<file path="src/rtl/rle_decoder_if.sv">
// Single-port dpsram port A bundle shared by the RLE decoder for both reads and writes.
// The decoder drives address/data/we/clock; the memory returns read data two edges after the address.
interface rle_decoder_if;
    logic        port_A_clk;
    logic [15:0] port_A_addr;
    logic [31:0] port_A_data_in;
    logic [31:0] port_A_data_out;
    logic        port_A_we;

    modport master (
        output port_A_clk,
        output port_A_addr,
        output port_A_data_in,
        output port_A_we,
        input  port_A_data_out
    );

    modport slave (
        input  port_A_clk,
        input  port_A_addr,
        input  port_A_data_in,
        input  port_A_we,
        output port_A_data_out
    );
endinterface

</file>
<file path="src/rtl/rle_decoder.sv">
// Run-length decoder: expands (symbol,count) byte pairs read from dpsram into packed plaintext words,
// written back through the same port A, with an output byte cap that aborts the frame with error.
module rle_decoder #(
    parameter logic [31:0] MAX_OUT_BYTES = 32'd65536
) (
    input  logic          clk,
    input  logic          reset,
    input  logic          start,
    input  logic [31:0]   rle_addr,
    input  logic [31:0]   rle_size,
    input  logic [31:0]   message_addr,
    output logic [31:0]   message_size,
    output logic          done,
    output logic          error,
    rle_decoder_if.master mem
);

    typedef enum logic [3:0] {
        S_IDLE, S_RD_ADDR, S_RD_WAIT, S_RD_LATCH, S_PAIR,
        S_EMIT, S_WR, S_NEXT, S_FLUSH, S_DONE
    } state_t;

    state_t      r_state, w_next;

    logic [31:0] r_rle_base, r_msg_base, r_rd_off, r_wr_off;
    logic [31:0] r_pairs_left, r_count, r_msg_size;
    logic [31:0] r_word, r_acc;
    logic [7:0]  r_sym, r_cnt;
    logic [1:0]  r_lane;
    logic        r_pair_sel;
    logic        r_done, r_err;

    logic [31:0] w_rd_ptr, w_wr_ptr, w_count_inc;
    logic [7:0]  w_pair_sym, w_pair_cnt, w_cnt_dec;
    logic [15:0] w_addr;
    logic [31:0] w_din;
    logic        w_we, w_ovf;
    logic        w_unused_hi;

    assign w_rd_ptr    = r_rle_base + r_rd_off;
    assign w_wr_ptr    = r_msg_base + r_wr_off;
    assign w_count_inc = r_count + 32'd1;
    assign w_cnt_dec   = r_cnt - 8'd1;
    assign w_pair_sym  = r_pair_sel ? r_word[31:24] : r_word[15:8];
    assign w_pair_cnt  = r_pair_sel ? r_word[23:16] : r_word[7:0];
    // dpsram is 64 KB; pointer high bits are deliberately dropped so addresses wrap
    assign w_unused_hi = ^{w_rd_ptr[31:16], w_wr_ptr[31:16]};

    assign mem.port_A_clk     = clk;
    assign mem.port_A_addr    = w_addr;
    assign mem.port_A_data_in = w_din;
    assign mem.port_A_we      = w_we;

    assign message_size = r_msg_size;
    assign done         = r_done;
    assign error        = r_err;

    always_ff @(posedge clk or posedge reset) begin
        if (reset) r_state <= S_IDLE;
        else       r_state <= w_next;
    end

    always_comb begin
        w_next = r_state;
        w_ovf  = 1'b0;
        w_addr = 16'd0;
        w_din  = 32'd0;
        w_we   = 1'b0;
        case (r_state)
            S_IDLE: if (start) w_next = (rle_size < 32'd2) ? S_DONE : S_RD_ADDR;
            S_RD_ADDR: begin
                w_addr = w_rd_ptr[15:0];
                w_next = S_RD_WAIT;
            end
            S_RD_WAIT:  w_next = S_RD_LATCH;
            S_RD_LATCH: w_next = S_PAIR;
            S_PAIR: begin
                if (w_pair_cnt == 8'd0)               w_next = S_NEXT;
                else if (r_count == MAX_OUT_BYTES) begin
                    w_ovf  = 1'b1;
                    w_next = S_FLUSH;
                end else                              w_next = S_EMIT;
            end
            S_EMIT: begin
                // a full word takes priority; WR re-checks count/cap afterwards
                if (r_lane == 2'd3)                   w_next = S_WR;
                else if (w_cnt_dec == 8'd0)           w_next = S_NEXT;
                else if (w_count_inc == MAX_OUT_BYTES) begin
                    w_ovf  = 1'b1;
                    w_next = S_FLUSH;
                end
            end
            S_WR: begin
                w_addr = w_wr_ptr[15:0];
                w_din  = r_acc;
                w_we   = 1'b1;
                if (r_cnt == 8'd0)                    w_next = S_NEXT;
                else if (r_count == MAX_OUT_BYTES) begin
                    w_ovf  = 1'b1;
                    w_next = S_FLUSH;
                end else                              w_next = S_EMIT;
            end
            S_NEXT: begin
                if (r_pairs_left == 32'd0) w_next = S_FLUSH;
                else if (!r_pair_sel)      w_next = S_PAIR;
                else                       w_next = S_RD_ADDR;
            end
            S_FLUSH: begin
                if (r_lane != 2'd0) begin
                    w_addr = w_wr_ptr[15:0];
                    w_din  = r_acc;
                    w_we   = 1'b1;
                end
                w_next = S_DONE;
            end
            S_DONE:  w_next = S_IDLE;
            default: w_next = S_IDLE;
        endcase
    end

    always_ff @(posedge clk or posedge reset) begin
        if (reset) begin
            r_rle_base   <= 32'd0;
            r_msg_base   <= 32'd0;
            r_rd_off     <= 32'd0;
            r_wr_off     <= 32'd0;
            r_pairs_left <= 32'd0;
            r_count      <= 32'd0;
            r_msg_size   <= 32'd0;
            r_word       <= 32'd0;
            r_acc        <= 32'd0;
            r_sym        <= 8'd0;
            r_cnt        <= 8'd0;
            r_lane       <= 2'd0;
            r_pair_sel   <= 1'b0;
            r_done       <= 1'b0;
            r_err        <= 1'b0;
        end else begin
            if (w_ovf) r_err <= 1'b1;
            case (r_state)
                S_IDLE: if (start) begin
                    r_rle_base   <= rle_addr;
                    r_msg_base   <= message_addr;
                    r_rd_off     <= 32'd0;
                    r_wr_off     <= 32'd0;
                    r_pairs_left <= {1'b0, rle_size[31:1]};
                    r_count      <= 32'd0;
                    r_acc        <= 32'd0;
                    r_lane       <= 2'd0;
                    r_pair_sel   <= 1'b0;
                    r_done       <= 1'b0;
                    r_err        <= rle_size[0];
                end
                S_RD_LATCH: begin
                    r_word     <= mem.port_A_data_out;
                    r_rd_off   <= r_rd_off + 32'd4;
                    r_pair_sel <= 1'b0;
                end
                S_PAIR: begin
                    r_sym        <= w_pair_sym;
                    r_cnt        <= w_pair_cnt;
                    r_pairs_left <= r_pairs_left - 32'd1;
                end
                S_EMIT: begin
                    r_acc[{r_lane, 3'b000} +: 8] <= r_sym;
                    r_cnt   <= w_cnt_dec;
                    r_count <= w_count_inc;
                    r_lane  <= r_lane + 2'd1;
                end
                S_WR: begin
                    r_wr_off <= r_wr_off + 32'd4;
                    r_acc    <= 32'd0;
                    r_lane   <= 2'd0;
                end
                S_NEXT: if (r_pairs_left != 32'd0 && !r_pair_sel) r_pair_sel <= 1'b1;
                S_DONE: begin
                    r_done     <= 1'b1;
                    r_msg_size <= r_count;
                end
                default: ;
            endcase
        end
    end

endmodule
</file>
<file path="src/flat_wrapper.sv">
// flat-port wrapper written by rule: the top's interface ports become plain ports
module rle_decoder_flat 
#(
    parameter logic [31:0] MAX_OUT_BYTES = 32'd65536
)
  (clk, reset, start, rle_addr, rle_size, message_addr, message_size, done, error, mem_port_A_clk, mem_port_A_addr, mem_port_A_data_in, mem_port_A_we, mem_port_A_data_out);
  rle_decoder_if mem_i ();
  input  logic clk;
  input  logic reset;
  input  logic start;
  input  logic [31:0] rle_addr;
  input  logic [31:0] rle_size;
  input  logic [31:0] message_addr;
  output logic [31:0] message_size;
  output logic done;
  output logic error;
  output wire logic [$bits(mem_i.port_A_clk)-1:0] mem_port_A_clk;
  output wire logic [$bits(mem_i.port_A_addr)-1:0] mem_port_A_addr;
  output wire logic [$bits(mem_i.port_A_data_in)-1:0] mem_port_A_data_in;
  output wire logic [$bits(mem_i.port_A_we)-1:0] mem_port_A_we;
  input wire logic [$bits(mem_i.port_A_data_out)-1:0] mem_port_A_data_out;
  assign mem_port_A_clk = mem_i.port_A_clk;
  assign mem_port_A_addr = mem_i.port_A_addr;
  assign mem_port_A_data_in = mem_i.port_A_data_in;
  assign mem_port_A_we = mem_i.port_A_we;
  assign mem_i.port_A_data_out = mem_port_A_data_out;
  rle_decoder #(.MAX_OUT_BYTES(MAX_OUT_BYTES)) u_core (.clk(clk), .reset(reset), .start(start), .rle_addr(rle_addr), .rle_size(rle_size), .message_addr(message_addr), .message_size(message_size), .done(done), .error(error), .mem(mem_i));
endmodule
</file>
<file path="config.mk">
export PLATFORM = sky130hd
export DESIGN_NAME = rle_decoder_flat
export DESIGN_NICKNAME = d
export VERILOG_FILES = /design/src/rtl/rle_decoder_if.sv /design/src/rtl/rle_decoder.sv /design/src/flat_wrapper.sv
export SDC_FILE = /design/constraint.sdc
export NUM_CORES = 1
export LEC_CHECK = 0
export ABC_AREA = 0
export CAP_MARGIN = 20
export CORE_UTILIZATION = 35
export DETAILED_ROUTE_END_ITERATION = 10
export HOLD_SLACK_MARGIN = 0.08
export SETUP_SLACK_MARGIN = 0.5
export SLEW_MARGIN = 20
export SYNTH_ARGS = -nofsm -noshare
export SYNTH_HDL_FRONTEND = slang
export SYNTH_SLANG_ARGS = --single-unit
export TNS_END_PERCENT = 50
</file>
<file path="constraint.sdc">
create_clock -name clk -period 21 [get_ports clk]
set_clock_uncertainty 0.1 [all_clocks]
set_input_delay 4.2 -clock clk [delete_from_list [all_inputs] [get_ports clk]]
set_output_delay 4.2 -clock clk [all_outputs]
set_load 0.05 [all_outputs]
</file>
# --- Yosys cells after proc, flatten, opt, wreduce, memory -nomap -nowiden ---
# Cells that the tools add are included.
# Widths: inputs -> output; s select.
word_totals:
  output_inout_bits: 84
  ff_bits: 281
  wordCells: 113
  in_bits: 131
op_classes:
  n_reduce_logical: 26
  n_shift: 2
  mux: 44
  addsub: 9
  n_eq_ne: 15
  order_cmp: 1
ops:
  columns: ["operator", "count"]
  rows:
  - ["$pmux 32 s2", 5]
  - ["$mux 32", 3]
  - ["$pmux 32 s3", 1]
  - ["$add 32x3->32 const B", 2]
  - ["$eq 32x17->1 const B", 2]
  - ["$pmux 16 s3", 1]
  - ["$mux 4", 9]
  - ["$pmux 4 s9", 1]
  - ["$add 16x16->16", 2]
  - ["$add 32x1->32 const B", 1]
  - ["$bwmux 32", 1]
  - ["$logic_not 32->1", 1]
  - ["$lt 32x2->1 const B", 1]
  - ["$reduce_bool 32->1", 1]
  - ["$shift 8x7->32 const A", 1]
  - ["$shiftx 8x7->32", 1]
  - ["$sub 32x1->32 const B", 1]
  - ["$logic_not 8->1", 3]
  - ["$eq 4x3->1 const B", 4]
  - ["$mux 16", 1]
  - ["$mux 8", 2]
  - ["$pmux 8 s2", 1]
  - ["$reduce_and 2->1", 8]
  - ["$reduce_bool 2->1", 7]
  - ["other kinds (21)", 37]

# --- Logic depth before layout (Yosys ltp) ---
depth:
  word_depth: 9
  mapped_depth: 9
  mapped_depth_nobuf: 9

==> flow_summary.json <==
{
  "worst_slack_ns": 5.26,
  "critPathMaxFanout": 2,
  "antenna_found_initial": 2,
  "post_cts_buffers": 0,
  "pwr_density_cell_mw_per_mm2": 134,
  "nNetsFinal": 1769,
  "numPortBuffers": 182,
  "slew_violations": 0,
  "synth_area_leaders": "dfrtp_1, nand2_1, o21ai_0",
  "cp.arrival_ns": 11.44,
  "run_status": "complete, no violations",
  "synth_fp_nets": 1625,
  "synth_area_mm2": 0.0132,
  "synth-edff-count": 0,
  "fin_total_pwr_uw": 2210,
  "avgSynthCellArea_um2": 9.05,
  "routedWlPerCell_um": 17.2,
  "required_ns": 16.70,
  "gr-total-overflow": 0,
  "chipWidth_um": 196,
  "yosysSeqAreaShare": 0.465,
  "synth_top_area_frac": 0.465,
  "synth_seq_cells": 245,
  "dp_hpwl_um": 24900,
  "die_area_mm2": 0.0384,
  "synth-main-ff-cell": "dfrtp_1",
  "drc": 0,
  "clk_pin_slew_ns": 0.06,
  "drive_above_1_share": 0.0795,
  "gp_congestion": 0.865,
  "hold_viol": 0,
  "grt_use_total": 0.188,
  "rsz0062_at_grt": "no",
  "core-area_mm2": 0.0368,
  "drtAntennaViolNets": 0,
  "critPathCaptureType": "output pin",
  "wl_um": 36000,
  "power.leakage_uw": 0.00739,
  "ioPinCount": 215,
  "startpoint_type": "clock port",
  "clock_latency_ns": 0.66,
  "dp_slack_ns": 5.53,
  "die-height_um": 196,
  "grt_pass1_wl_um": 59000,
  "drtIter0Drc": 844,
  "avgViaCountPerCell": 5.40,
  "final_core_util": 0.447,
  "vdd_drop_max_mv": 0.111,
  "setup_violations": 0,
  "yosysTopAreaCell": "dfrtp_1",
  "critPathKind": "clk2out",
  "slew_headroom": 0.267,
  "final.setup.tns_ns": 0,
  "worstMarginPinSlew_ns": 1.10,
  "hp-class": "reg2reg",
  "grt_pass1_vias": 11000,
  "grt_max_degree": 140,
  "dr.pass1.iters": 5,
  "cts_tree": "yes",
  "num_vias": 11300,
  "cts_hold_buf": 0,
  "cts_resized": 0,
  "synth.distinct_cells": 76,
  "initial_core_util": 0.358,
  "row_count": 70,
  "synth-warning-count": 0,
  "syn_inst": 1456,
  "area_growth_pct": 24.8,
  "cap_violations": 0,
  "async_flop_share": 1.00
}
worst max-delay path: stages:
cell             delay [ns]
clkbuf_16              0.12
clkbuf_16              0.13
clkdlybuf4s50_1        0.69
routing by layer:
metal / up-vias / track usage / part of all wire / routed length [µm]
li1: 5504 / - / - / -
met1: 5474 / 0.272 / 0.49 / 17500
met2: 277 / 0.287 / 0.44 / 15800
met3: 53 / 0.0330 / 0.051 / 1840
met4: 0 / 0.0538 / 0.022 / 783
met5: - / 0 / 0 / 0
cell usage after synthesis (3+ instances only):
cell type  instances
a211oi_1           5
and3_1            49
a21o_1             6
a21oi_1           39
dfrtp_1          245
and2_1             6
o21bai_1           3
and2_0             3
o21a_1             9
nand4_1           18
a22o_1            39
nand2b_1           9
xnor2_1           22
nor4_1            27
and4_1            10
a31oi_1           12
nor2_1            91
o21ai_0          108
o21ai_1            5
or4_1              6
or2_2              6
nor2b_1            6
o211ai_1          16
clkbuf_1          61
o41ai_1            5
nand2_1          314
mux2_2            35
o311ai_0           6
mux2i_1           23
a22oi_1            4
inv_1             25
ha_1              38
or3_1             15
buf_1              9
nor3_1            24
buf_4              4
o221ai_1           3
buf_2             10
xor2_1            13
o32ai_1            5
o31ai_1           14
o22ai_1           11
a221o_1            7
nand3_1           53
state kept, by name, summed over array words and instances, names as in the netlist:
register,count
u_core.r_acc,32
u_core.r_wr_off,14
u_core.message_size,32
u_core.error,1
u_core.r_state,4
u_core.r_pairs_left,32
u_core.r_cnt,8
u_core.r_sym,8
u_core.r_rd_off,14
u_core.r_rle_base,16
u_core.r_pair_sel,1
u_core.r_word,32
u_core.r_count,32
u_core.r_lane,2
u_core.r_msg_base,16
u_core.done,1
logic make-up (layout without fill, tap and decap cells):
| kind of cell | count (synthesis) | after routing | synth area share |
|---|---|---|---|
| compound gates | 312 | 312 | 0.156 |
| xor+xnor | 35 | 35 | 0.0233 |
| flops | 245 | 245 | 0.465 |
| mux | 58 | 58 | 0.0474 |
| simple gates | 658 | 658 | 0.238 |
| buf+inv | 110 | 277 | 0.0340 |
| fa+ha+maj | 38 | 38 | 0.0361 |
| other cells | 0 | 3 | 0 |
through the flow:
stage                     instances  hold WS, ns  instance area, µm²
after floorplan                1456        0.340               13200
after global placement         2033        0.358               15400
after detailed placement       2033        0.365               15400
after CTS                      2090        0.379               16400
after global routing           2092        0.397               16400
final                          2094        0.374               16400
worst paths after layout:
path | startpoint | end | slack, ns | cells past startpoint
worst min-delay path | u_core.r_word[6]$_DFFE_PP0P_ | u_core.r_word[6]$_DFFE_PP0P_ | 0.37 | 2
worst max register to register | u_core.r_state[0]$_DFFE_PP0P_ | u_core.r_count[21]$_DFFE_PP0P_ | 17.53 | 6
min in group asynchronous | reset | u_core.message_size[15]$_DFFE_PP0P_ | 3.82 | 2
worst min register to register | u_core.r_word[6]$_DFFE_PP0P_ | u_core.r_word[6]$_DFFE_PP0P_ | 0.37 | 2
worst max-delay path | clk | mem_port_A_clk | 5.26 | 3
max in group asynchronous | reset | u_core.r_count[12]$_DFFE_PP0P_ | 15.39 | 4
placed cells by master, fill, tap and decap left out, drive strengths merged, types with 6 or more instances in the layout:
cell             n
nand3           53
o311ai           7
and2             9
a21oi           39
clkbuf          45
nand2b           9
nand4           19
mux2            35
nor2            92
or4              7
a31oi           12
nor2b            6
nand2          316
o211ai          16
and3            49
and4            11
a22o            39
o31ai           14
xnor2           22
o21a             9
ha              38
xor2            13
or2              6
a221o            7
nor4            30
buf             13
or3             16
mux2i           23
o21ai          113
dfrtp          245
a21o             6
nor3            25
clkdlybuf4s50  182
inv             26
o22ai           11
where the power goes:
group,switching [µW],internal (µW)
registers,142,627
clock network,216,334
logic,563,325
layout make-up:
class	count	area [µm²]
multi-input cells	1101	6620
flip-flops and latches	245	6130
clock buffers	46	940
diodes	3	7.51
inverters	25	101
clock inverters	12	128
well taps	468	586
repair buffers	194	1930
fillers	3547	20300
Power figures use the tool's default switching activity.
